## config.mk

```make
export PLATFORM = sky130hd
export DESIGN_NAME = exu_wb_arbiter
export DESIGN_NICKNAME = d
export VERILOG_FILES = /design/src/rtl/exu_wb_arbiter.sv
export SDC_FILE = /design/constraint.sdc
export NUM_CORES = 1
export LEC_CHECK = 0
export CAP_MARGIN = 40
export CORE_AREA = 5 5 214 216
export CTS_CLUSTER_DIAMETER = 100
export DETAILED_ROUTE_END_ITERATION = 8
export DIE_AREA = 0 0 219 221
export PLACE_DENSITY = 0.53
export SKIP_LAST_GASP = 1
export SYNTH_ARGS = -nofsm -noshare
export SYNTH_HDL_FRONTEND = slang
export SYNTH_SLANG_ARGS = --single-unit
```

## constraint.sdc

```tcl
create_clock -name clk_i -period 14.26 [get_ports clk_i]
set_input_delay 3.565 -clock clk_i [delete_from_list [all_inputs] [get_ports clk_i]]
set_output_delay 3.565 -clock clk_i [all_outputs]
set_load 0.02 [all_outputs]
```

## src/rtl/exu_wb_arbiter.sv

```systemverilog
// exu_wb_arbiter: round-robin merge of NSRC execution-unit writeback channels into one
// registered ROB writeback port. Optional perf counters are enabled by WB_ARB_PERF_CNT_EN.
module exu_wb_arbiter #(
    parameter int NSRC   = 3,
    parameter int XLEN   = 64,
    parameter int ITAG_W = 8,
    localparam int SW    = $clog2(NSRC)
) (
    input  logic                   clk_i,
    input  logic                   arst_ni,
    input  logic                   flush_i,
    input  logic [NSRC-1:0]        src_valid_i,
    output logic [NSRC-1:0]        src_ready_o,
    input  logic [NSRC*XLEN-1:0]   src_data_i,
    input  logic [NSRC*XLEN-1:0]   src_baddr_i,
    input  logic [NSRC-1:0]        src_jump_i,
    input  logic [NSRC*ITAG_W-1:0] src_itag_i,
    output logic                   wb_valid_o,
    input  logic                   wb_ready_i,
    output logic [XLEN-1:0]        wb_data_o,
    output logic [XLEN-1:0]        wb_baddr_o,
    output logic                   wb_jump_o,
    output logic [ITAG_W-1:0]      wb_itag_o,
    output logic [SW-1:0]          wb_src_o
`ifdef WB_ARB_PERF_CNT_EN
    ,
    output logic [31:0]            perf_conflict_o,
    output logic [31:0]            perf_stall_o
`endif
);

    logic              wb_valid_q, wb_valid_d;
    logic [SW-1:0]     rr_ptr_q, rr_ptr_d;
    logic [XLEN-1:0]   wb_data_q, wb_baddr_q;
    logic              wb_jump_q;
    logic [ITAG_W-1:0] wb_itag_q;
    logic [SW-1:0]     wb_src_q;

    logic [NSRC-1:0]   grant;
    logic [SW-1:0]     grant_idx;
    logic              grant_any;
    logic              load_en;
    logic              xfer;

    // Scan starts one past the last winner so every requester is reached within NSRC grants.
    always_comb begin
        int idx;
        // NOTE: every combinational output gets a default first, so no path can infer a latch.
        idx       = 0;
        grant     = '0;
        grant_idx = rr_ptr_q;
        grant_any = 1'b0;
        for (int k = 1; k <= NSRC; k++) begin
            idx = (int'(rr_ptr_q) + k) % NSRC;
            if (!grant_any && src_valid_i[idx]) begin
                grant_any  = 1'b1;
                grant[idx] = 1'b1;
                grant_idx  = SW'(idx);
            end
        end
    end

    assign load_en     = !(wb_valid_q && !wb_ready_i);
    assign src_ready_o = grant & {NSRC{load_en && !flush_i}};
    assign xfer        = grant_any && load_en && !flush_i;

    always_comb begin
        wb_valid_d = wb_valid_q;
        rr_ptr_d   = rr_ptr_q;
        if (flush_i) begin
            wb_valid_d = 1'b0;
        end else if (load_en) begin
            wb_valid_d = grant_any;
            if (grant_any) begin
                rr_ptr_d = grant_idx;
            end
        end
    end

    always_ff @(posedge clk_i or negedge arst_ni) begin
        if (!arst_ni) begin
            wb_valid_q <= 1'b0;
            rr_ptr_q   <= SW'(NSRC - 1);
        end else begin
            // NOTE: state registers use non-blocking assignments so every flop samples pre-edge values.
            wb_valid_q <= wb_valid_d;
            rr_ptr_q   <= rr_ptr_d;
        end
    end

    // NOTE: the payload is qualified by wb_valid_q, so it carries no reset and stays a plain enable flop.
    always_ff @(posedge clk_i) begin
        if (xfer) begin
            wb_data_q  <= src_data_i[grant_idx*XLEN +: XLEN];
            wb_baddr_q <= src_baddr_i[grant_idx*XLEN +: XLEN];
            wb_jump_q  <= src_jump_i[grant_idx];
            wb_itag_q  <= src_itag_i[grant_idx*ITAG_W +: ITAG_W];
            wb_src_q   <= grant_idx;
        end
    end

    assign wb_valid_o = wb_valid_q;
    assign wb_data_o  = wb_data_q;
    assign wb_baddr_o = wb_baddr_q;
    assign wb_jump_o  = wb_jump_q;
    assign wb_itag_o  = wb_itag_q;
    assign wb_src_o   = wb_src_q;

`ifdef WB_ARB_PERF_CNT_EN
    logic [31:0] perf_conflict_q, perf_conflict_d;
    logic [31:0] perf_stall_q, perf_stall_d;

    // A conflict is a cycle where the output could load and at least one requester lost.
    always_comb begin
        perf_conflict_d = perf_conflict_q;
        perf_stall_d    = perf_stall_q;
        if (($countones(src_valid_i) >= 2) && load_en) begin
            perf_conflict_d = perf_conflict_q + 32'd1;
        end
        if (wb_valid_q && !wb_ready_i) begin
            perf_stall_d = perf_stall_q + 32'd1;
        end
    end

    always_ff @(posedge clk_i or negedge arst_ni) begin
        if (!arst_ni) begin
            perf_conflict_q <= '0;
            perf_stall_q    <= '0;
        end else begin
            perf_conflict_q <= perf_conflict_d;
            perf_stall_q    <= perf_stall_d;
        end
    end

    assign perf_conflict_o = perf_conflict_q;
    assign perf_stall_o    = perf_stall_q;
`endif

endmodule

```

Word-level counts from Yosys, hierarchy flattened
Index checks and enable logic that the tools add are counted.
{ "word_totals": {"out_inout_bits": 143, "register_bits": 142, "input_bits": 418, "word_cells": 72} }
{ "classes": {"n_mux": 28, "n_div": 3, "bitwise": 5, "shift": 3, "n_eq_ne": 1, "magnitude_cmp": 7, "reduce_logical": 15, "addsub": 3} }
{ "op_table": {"columns": ["cell", "count"], "rows": [
  ["variable part select 192 x 9 -> 64 bit", 2],
  ["greater-or-equal comparator 32 x 1 -> 1 bit, second input constant", 3],
  ["< comparator 32 x 4 -> 1 bit, second input constant", 3],
  ["remainder unit 32 x 3 -> 32 bit, second input constant", 3],
  ["variable part select 24 x 6 -> 8 bit", 1],
  ["2-to-1 mux 1 bit", 15],
  ["logical AND 1 bit", 9],
  ["2-to-1 mux 3 bit", 3],
  ["binary-select mux 1 bit (select 2 bit)", 4],
  ["adder 2 x 2 -> 3 bit, second input constant", 2],
  ["demux 1 bit (select 2 bit)", 3],
  ["2-to-1 mux 2 bit", 3],
  ["bitwise OR 3 bit", 2],
  ["logical NOT 1 bit", 5],
  ["adder 2 x 1 -> 3 bit, second input constant", 1],
  ["AND 3 bit", 1],
  ["< comparator 2 x 3 -> 1 bit, second input constant", 1],
  ["AND reduction 3 bit", 1],
  ["!= test 2 bit, second input constant", 1],
  ["NOT 1 bit", 2]
]} }

Depth between registers and ports, before layout
Gate-level depths: netlist of run 1.
{ "depth": {"word_depth": 14, "mapped_depth": 12, "mapped_depth_nobuf": 9} }

Least setup slack after synthesis of run 1
No wires, ideal clock.
{ "synth_timing": {"path_kind": "in2out", "startpoint": "in src_valid_i[1]", "endpoint": "out src_ready_o[0]", "arrival_ps": 4546, "n_path_buf": 0, "stages": 5, "required_ps": 10695, "setup_slack_ps": 6149, "cell_sequence": "mux2i_1 > o22a_1 > o21ai_0 > a311oi_1 > nor3_1"} }
{ "synth_between": {"elab_chain_cells": 11, "elab_cells_between_ends": 21, "cone_classes": "mux (14); bitwise (3); reduce/logical (4)"} }
{ "synth_rtl": {"columns": ["element", "line", "source"], "rows": [
  ["start, declared", "12", "input logic [NSRC-1:0] src_valid_i,"],
  ["binary-select mux 1 bit (select 2 bit)", "55", "if (!grant_any && src_valid_i[idx]) begin"],
  ["2-to-1 mux 1 bit (not written as such) (2 in a row)", "55", null],
  ["2-to-1 mux 1 bit", "55", null],
  ["logical NOT 1 bit", "55", null],
  ["logical AND 1 bit", "55", null],
  ["2-to-1 mux 1 bit", "55", null],
  ["logical NOT 1 bit", "55", null],
  ["logical AND 1 bit", "55", null],
  ["2-to-1 mux 3 bit (*)", "55", null],
  ["AND 3 bit (*)", "64", "assign src_ready_o = grant & {NSRC{load_en && !flush_i}};"],
  ["end, declared", "13", "output logic [NSRC-1:0] src_ready_o,"]
]} }
Mark *: on every way between the ends. The rest lies on a longest branch, timed or not. The select of a mux whose other input is x is not followed.

Worst setup path after layout of run 1
{ "layout_timing": {"startpoint": "in src_valid_i[1]", "endpoint": "out src_ready_o[2]"} }
Same word-level chain as after synthesis.

==> results.py, run 1 <==
metrics = {
    "outcome": {
        "status": "complete, no violations",
    },
    "timing": {
        "timing.final.crit_share_pct": 65.99,
        "max_freq_mhz": 106.3,
        "hold_viol": 0,
        "period_needed_ns": 9.410,
        "finalSetupViolCount": 0,
        "rsz0062_at_grt": "no",
        "worst_pin_slew_ns": 0.8976,
        "fin_skew_ns": 0.01299,
        "slew_viol_final": 0,
        "hold-worst-slack_ns": 0.5090,
        "setup_tns_ns": 0,
        "slew_headroom_pct": 40.16,
    },
    "clocking": {
        "cts.reportedPaths.clkPinSlew_ns": 0.07,
        "cts.sinks": 142,
        "cts_setup_buffers": 0,
        "cts_resized": 0,
        "ctsHoldBuffers": 0,
        "clock_latency_ns": 0.43,
        "cts_buffers": 17,
        "cts_tree": "done",
        "root_buffer": "clkbuf_16",
        "htreeDepth": 4,
        "cts_buffer_depth": 2,
    },
    "min_path": {
        "worst_hold_path_type": "reg2reg",
    },
    "setup_path": {
        "crit_path_end_kind": "output port",
        "start_kind": "input port",
        "required_ns": 10.69,
        "worstSetupPathType": "in2out",
        "arrival_ns": 5.84,
        "critPathMaxFanout": 7,
    },
    "logic_synthesis": {
        "synth-warning-count": 0,
        "yosysSeqAreaShare_pct": 55.80,
        "async_reset_ff_share_pct": 2.113,
        "synth.top_cells.by_count": "141 x mux2i_1, 139 x edfxtp_1, 137 x o2bb2ai_1, 28 x buf_2, 12 x buf_6",
        "syn_area_um2": 7617,
        "ys_ff_latch": 142,
        "synth_top_family_by_area": "multiplexers",
        "synth_fa_ha_area_share_pct": 0.6570,
        "synth_top_area_share_pct": 54.80,
        "synth_area_leaders": "edfxtp_1 55%, mux2i_1 19%, o2bb2ai_1 16%, buf_2 1.8%, buf_6 1.8%",
        "synth_fp_nets": 954,
        "muxShareOfSynthArea_pct": 18.68,
        "avgSynthCellArea_um2": 14.32,
        "synth_most_common_cell": "mux2i_1",
        "synth_compound_area_share_pct": 18.05,
        "synth_ff_type": "edfxtp_1",
        "synth_cell_type_count": 44,
        "synth-edff-count": 139,
        "synth_xor_area_share_pct": 0,
        "synth_top_area_cell": "edfxtp_1",
        "synth-simple-area-share_pct": 2.267,
        "netlist_instances": 532,
    },
    "floorplanning": {
        "die_area_um2": 48400,
        "core_um2": 43740,
        "initial_core_util_pct": 17.42,
        "io_pins": 561,
        "die_h_um": 221,
        "rows": 77,
        "die-width_um": 219,
    },
    "pwr": {
        "power.leakage_uw": 0.004923,
        "finalPower_uw": 3606,
        "p_per_area_nw_per_um2": 251.0,
        "vdd.ir_drop.worst_uv": 216.9,
    },
    "drt": {
        "drc": 0,
        "viasPerCell": 4.148,
        "drt_pass1_iterations": 4,
        "postRouteAntennaNets": 0,
        "wirelength_mm": 34.80,
        "drt-initial-drc-count": 381,
        "vias": 6956,
        "routedWlPerCell_um": 20.75,
    },
    "finish": {
        "final_util_pct": 32.84,
        "area_growth_pct": 88.58,
        "drive_gt1_share_pct": 4.332,
        "nNetsFinal": 1494,
        "fillers": 4482,
        "design_area_um2": 14370,
        "n_antenna_cell": 0,
    },
    "global_routing": {
        "grt_pass1_wl_mm": 50.19,
        "grt.overflow.total": 0,
        "grt_max_degree": 73,
        "grtUsageTotal_pct": 13.69,
        "grt_pass1_vias": 7476,
        "antenna_found_initial": 0,
    },
    "placed_design": {
        "port_buffers": 560,
        "dp_hpwl_mm": 27.19,
        "dpl-instance-area_um2": 13800,
        "gp_congestion": 0.8523,
    },
    "run": {
        "drv_cap": 0,
    },
}
[where the power goes]
part / switching, µW / internal [µW]
Sequential: 68.8 / 852
Clock: 191 / 256
Combinational: 1270 / 965
[layout make-up]
cell class / instances / area, µm² / area share (%)
well taps: 592 / 740.7 / 5.156
clock buffers: 17 / 425.4 / 2.961
inverters: 7 / 38.79 / 0.2700
flip-flops and latches: 142 / 4250 / 29.59
repair buffers: 569 / 5733 / 39.91
clock inverters: 15 / 143.9 / 1.002
multi-input cells: 335 / 3033 / 21.11
[state kept, by name, indices dropped and copies added, names as in the netlist]
name,cells
wb_itag_o,8
wb_data_o,64
wb_src_o,2
rr_ptr_q,2
wb_valid_o,1
wb_jump_o,1
wb_baddr_o,64
[per-stage QoR]
step | std cells | setup slack (ns)
floorplan | 532 | 6.149
global placement | 1642 | 5.031
detailed placement | 1645 | 4.908
CTS | 1677 | 4.886
global route | 1677 | 4.712
finish | 1677 | 4.850
[final timing paths]
kind                                              start                       to  slack, ns  cells after the start
worst min-delay path            rr_ptr_q[1]$_DFFE_PN1P_  rr_ptr_q[1]$_DFFE_PN1P_       0.51                      2
min in group asynchronous                       arst_ni   wb_valid_o$_DFFE_PN0P_       3.35                      1
worst max-delay path                     src_valid_i[1]           src_ready_o[2]       4.85                      7
max in group asynchronous                       arst_ni  rr_ptr_q[1]$_DFFE_PN1P_      10.65                      1
worst max register to register  rr_ptr_q[1]$_DFFE_PN1P_  wb_data_o[12]$_DFFE_PP_      10.11                      9
worst min register to register  rr_ptr_q[1]$_DFFE_PN1P_  rr_ptr_q[1]$_DFFE_PN1P_       0.51                      2
[metal layers]
| metal | wire, µm | vias to the layer above | GRT usage [%] |
|---|---|---|---|
| met3 | 3052 | 41 | 5.112 |
| met1 | 13460 | 3311 | 15.30 |
| met5 | 0 | - | 0 |
| li1 | - | 3269 | - |
| met2 | 17360 | 335 | 24.04 |
| met4 | 926 | 0 | 4.376 |
[critical path: stages]
cell and delay [ns]:
clkdlybuf4s50_1 0.63, mux2i_1 0.16, o22ai_1 0.30, and3_1 0.31, a22oi_1 0.12, nor2_1 0.13
clkdlybuf4s50_1 0.63
[kinds of logic (layout without fill, tap and decap cells)]
logic type,Yosys count,in the layout
adders and majority gates,4,4
and+or+nand+nor,31,31
AOI/OAI and AO/OA,158,158
DFF,142,142
muxes,142,142
buffers and inverters,55,608
[cells in the final DEF (no fill, tap or decap), drive strengths merged, types with 2 or more instances in the layout]
master,synthesis,routed
a21oi,2,2
a31oi,2,2
and2,2,2
buf,45,9
bufinv,0,2
clkbuf,3,17
clkdlybuf4s50,0,560
clkinv,0,7
clkinvlp,0,4
dfrtp,2,2
edfxtp,139,139
ha,4,4
inv,7,9
mux2i,141,141
nand2,4,4
nand2b,5,5
nand3,2,2
nor2,5,5
nor2b,4,4
nor3,3,3
nor3b,2,2
o21ai,4,4
o2bb2ai,137,137
Power figures use the tool's default switching activity.
==> run 2, diff against run 1 <==
--- a/config.mk
+++ b/config.mk
@@ -10,7 +10,7 @@
 export CTS_CLUSTER_DIAMETER = 100
 export DETAILED_ROUTE_END_ITERATION = 8
 export DIE_AREA = 0 0 219 221
-export PLACE_DENSITY = 0.53
+export PLACE_DENSITY = 0.54
 export SKIP_LAST_GASP = 1
 export SYNTH_ARGS = -nofsm -noshare
 export SYNTH_HDL_FRONTEND = slang
==> constraint.sdc (replaced) <==
create_clock -name clk_i -period 8.37 [get_ports clk_i]
set_input_delay 2.0925 -clock clk_i [delete_from_list [all_inputs] [get_ports clk_i]]
set_output_delay 2.0925 -clock clk_i [all_outputs]
set_load 0.02 [all_outputs]
==> run 2 against run 1 <==
Die area is the same. Sequential power grew 69%. Sequential share of layout area is essentially flat. Critical endpoint is now src_ready_o[0].
==> results.py, run 2 (synthesis results as in run 1) <==
metrics = {
    "drt": {
        "drt-initial-drc-count": 353,
        "postRouteAntennaNets": 0,
        "wl_met3_mm": 3.353,
        "wirelength_mm": 34.06,
        "drt_pass1_iterations": 4,
        "vias": 6895,
        "viasPerCell": 4.116,
        "routedWlPerCell_um": 20.33,
        "dr_wl_met2_mm": 17.42,
        "drc": 0,
        "route.top_layer_used": "met5",
        "drt-met1-wl_mm": 12.84,
    },
    "timing": {
        "fin_skew_ns": 0.008805,
        "period_needed_ns": 6.445,
        "finalSetupViolCount": 0,
        "rsz0062_at_grt": "no",
        "setup_tns_ns": 0,
        "max_freq_mhz": 155.1,
        "worst_pin_slew_ns": 0.9028,
        "timing.final.crit_share_pct": 77.01,
        "setup_ws_ns": 1.925,
        "slew_headroom_pct": 39.81,
        "slew_viol_final": 0,
        "hold_viol": 0,
    },
    "setup_path": {
        "slowest_delay_ns": 0.67,
        "arrival_ns": 4.35,
        "critPathMaxFanout": 8,
        "r2r_start": "rr_ptr_q[1]$_DFFE_PN1P_",
        "timing.rr.end": "wb_baddr_o[22]$_DFFE_PP_",
        "crit_family": "buffers and inverters",
        "r2r_slack_ns": 4.22,
        "worstSetupPathType": "in2out",
        "cp_common_cell": "clkdlybuf4s50_1",
        "cp-startpoint": "src_valid_i[0]",
        "worstPathBufferInverterCount": 2,
        "start_kind": "input port",
        "cp.depth": 7,
        "r2r_cells": 9,
        "crit_path_end_kind": "output port",
        "critPathCapture": "src_ready_o[0]",
        "cpMaxStageDelayCell": "clkdlybuf4s50_1",
        "crit_chain": "clkdlybuf4s50_1 -> mux2i_1 -> o22a_1 -> o21ai_0 -> a311oi_1 -> nor3_1 -> clkdlybuf4s50_1",
        "required_ns": 6.28,
    },
    "global_routing": {
        "grtUsageTotal_pct": 13.38,
        "grt.overflow.total": 0,
        "grt_pass1_vias": 7488,
        "grt_pass1_wl_mm": 48.93,
        "grt_max_degree": 74,
        "antenna_found_initial": 4,
    },
    "clocking": {
        "htreeDepth": 4,
        "clock_latency_ns": 0.43,
        "cts_setup_buffers": 0,
        "cts_buffers": 17,
        "cts_tree": "done",
        "cts_resized": 0,
        "cts_buffer_depth": 2,
        "cts.reportedPaths.clkPinSlew_ns": 0.06,
        "cts.sinks": 142,
        "root_buffer": "clkbuf_16",
        "ctsHoldBuffers": 0,
    },
    "floorplanning": {
        "core_um2": 43740,
        "die-width_um": 219,
        "die_area_um2": 48400,
        "die_h_um": 221,
        "io_pins": 561,
        "rows": 77,
        "initial_core_util_pct": 17.42,
    },
    "pwr": {
        "pwr-share-comb_pct": 61.7,
        "p_per_area_nw_per_um2": 425.8,
        "internal_power_uw": 3555,
        "p_sw_uw": 2554,
        "vdd.ir_drop.worst_uv": 312.6,
        "p_sw_share_pct": 41.81,
        "power.leakage_uw": 0.004918,
        "p_seq_share_pct": 25.5,
        "clock_power_share_pct": 12.8,
    },
    "placed_design": {
        "gp_congestion": 0.8454,
        "dp_hpwl_mm": 26.97,
        "dp.cells": 1643,
        "dp_worst_setup_slack_ns": 1.962,
        "port_buffers": 560,
    },
    "finish": {
        "n_antenna_cell": 0,
        "nNetsFinal": 1492,
        "final_cell_mix": "560 x clkdlybuf4s50_1, 141 x mux2i_1, 139 x edfxtp_1",
        "area_growth_pct": 88.37,
        "stdcell_count": 1675,
        "final_common_cell": "clkdlybuf4s50_1",
        "drive_gt1_share_pct": 3.878,
    },
    "outcome": {
        "status": "complete, no violations",
    },
    "run": {
        "drv_cap": 0,
    },
    "min_path": {
        "min-delay-start": "rr_ptr_q[1]$_DFFE_PN1P_",
        "worst_hold_path_type": "reg2reg",
    },
}
## run 2: changes by cell type in the layout (fill, tap and decap cells not counted), moves of 2 or more
cell,change
buf_4,-2
clkbuf_1,+5
clkinvlp_4,-3
clkinv_1,-2
buf_12,+2
buf_16,-2
## run 2: worst min path at each step
stage | to | slack, ns | depth (start not counted)
floorplan | rr_ptr_q[1]$_DFFE_PN1P_ | 0.48 | 2
global placement | rr_ptr_q[1]$_DFFE_PN1P_ | 0.50 | 2
detailed placement | rr_ptr_q[1]$_DFFE_PN1P_ | 0.51 | 2
CTS | rr_ptr_q[1]$_DFFE_PN1P_ | 0.51 | 2
global route | rr_ptr_q[1]$_DFFE_PN1P_ | 0.55 | 2
finish | rr_ptr_q[1]$_DFFE_PN1P_ | 0.51 | 2
## run 2: power groups by stage
stage | clock network [µW] | registers (µW) | logic [µW]
2_1_floorplan | 0 | 2070 | 1950
3_3_place_gp | 0 | 1560 | 3770
3_5_place_dp | 0 | 1580 | 3850
4_1_cts | 817 | 1570 | 3850
5_1_grt | 848 | 1600 | 4030
6_report | 783 | 1560 | 3770
## run 2: worst register-to-register path, delay by kind of cell (launching register included)
family                   cells  cell delay [ns]
buffers and inverters        3             1.52
adder cells (fa/ha/maj)      1             0.36
flip-flops                   1             0.56
AO/OA/AOI/OAI                4             1.23
multiplexers                 1             0.20
## run 2: through the flow
| stage | total power, µW | area, µm² | hold slack (ns) | util, % |
|---|---|---|---|---|
| after floorplan | 4012 | 7617 | 0.4771 | - |
| after detailed placement | 5423 | 13770 | 0.5093 | 31.47 |
| after global routing | 6485 | 14350 | 0.5471 | 32.81 |
| final | 6109 | 14350 | 0.5071 | 32.81 |
| after global placement | 5335 | 13740 | 0.4999 | 31.41 |
| after CTS | 6235 | 14350 | 0.5119 | 32.81 |
## run 2: layout make-up
cell class                 count  area [µm²]
clock inverter                10       138.9
clock buffer                  22       444.2
multi-input combinational    335        3033
inverter                       7       38.79
sequential                   142        4250
fill                        4441       29390
timing repair buffer         567        5703
tap                          592       740.7
## run 2: layer usage
| metal | GRT usage, % | vias up |
|---|---|---|
| met1 | 14.92 | 3266 |
| met2 | 23.83 | 334 |
| met5 | 0 | - |
| met4 | 3.039 | 4 |
| met3 | 5.426 | 22 |
| li1 | - | 3269 |
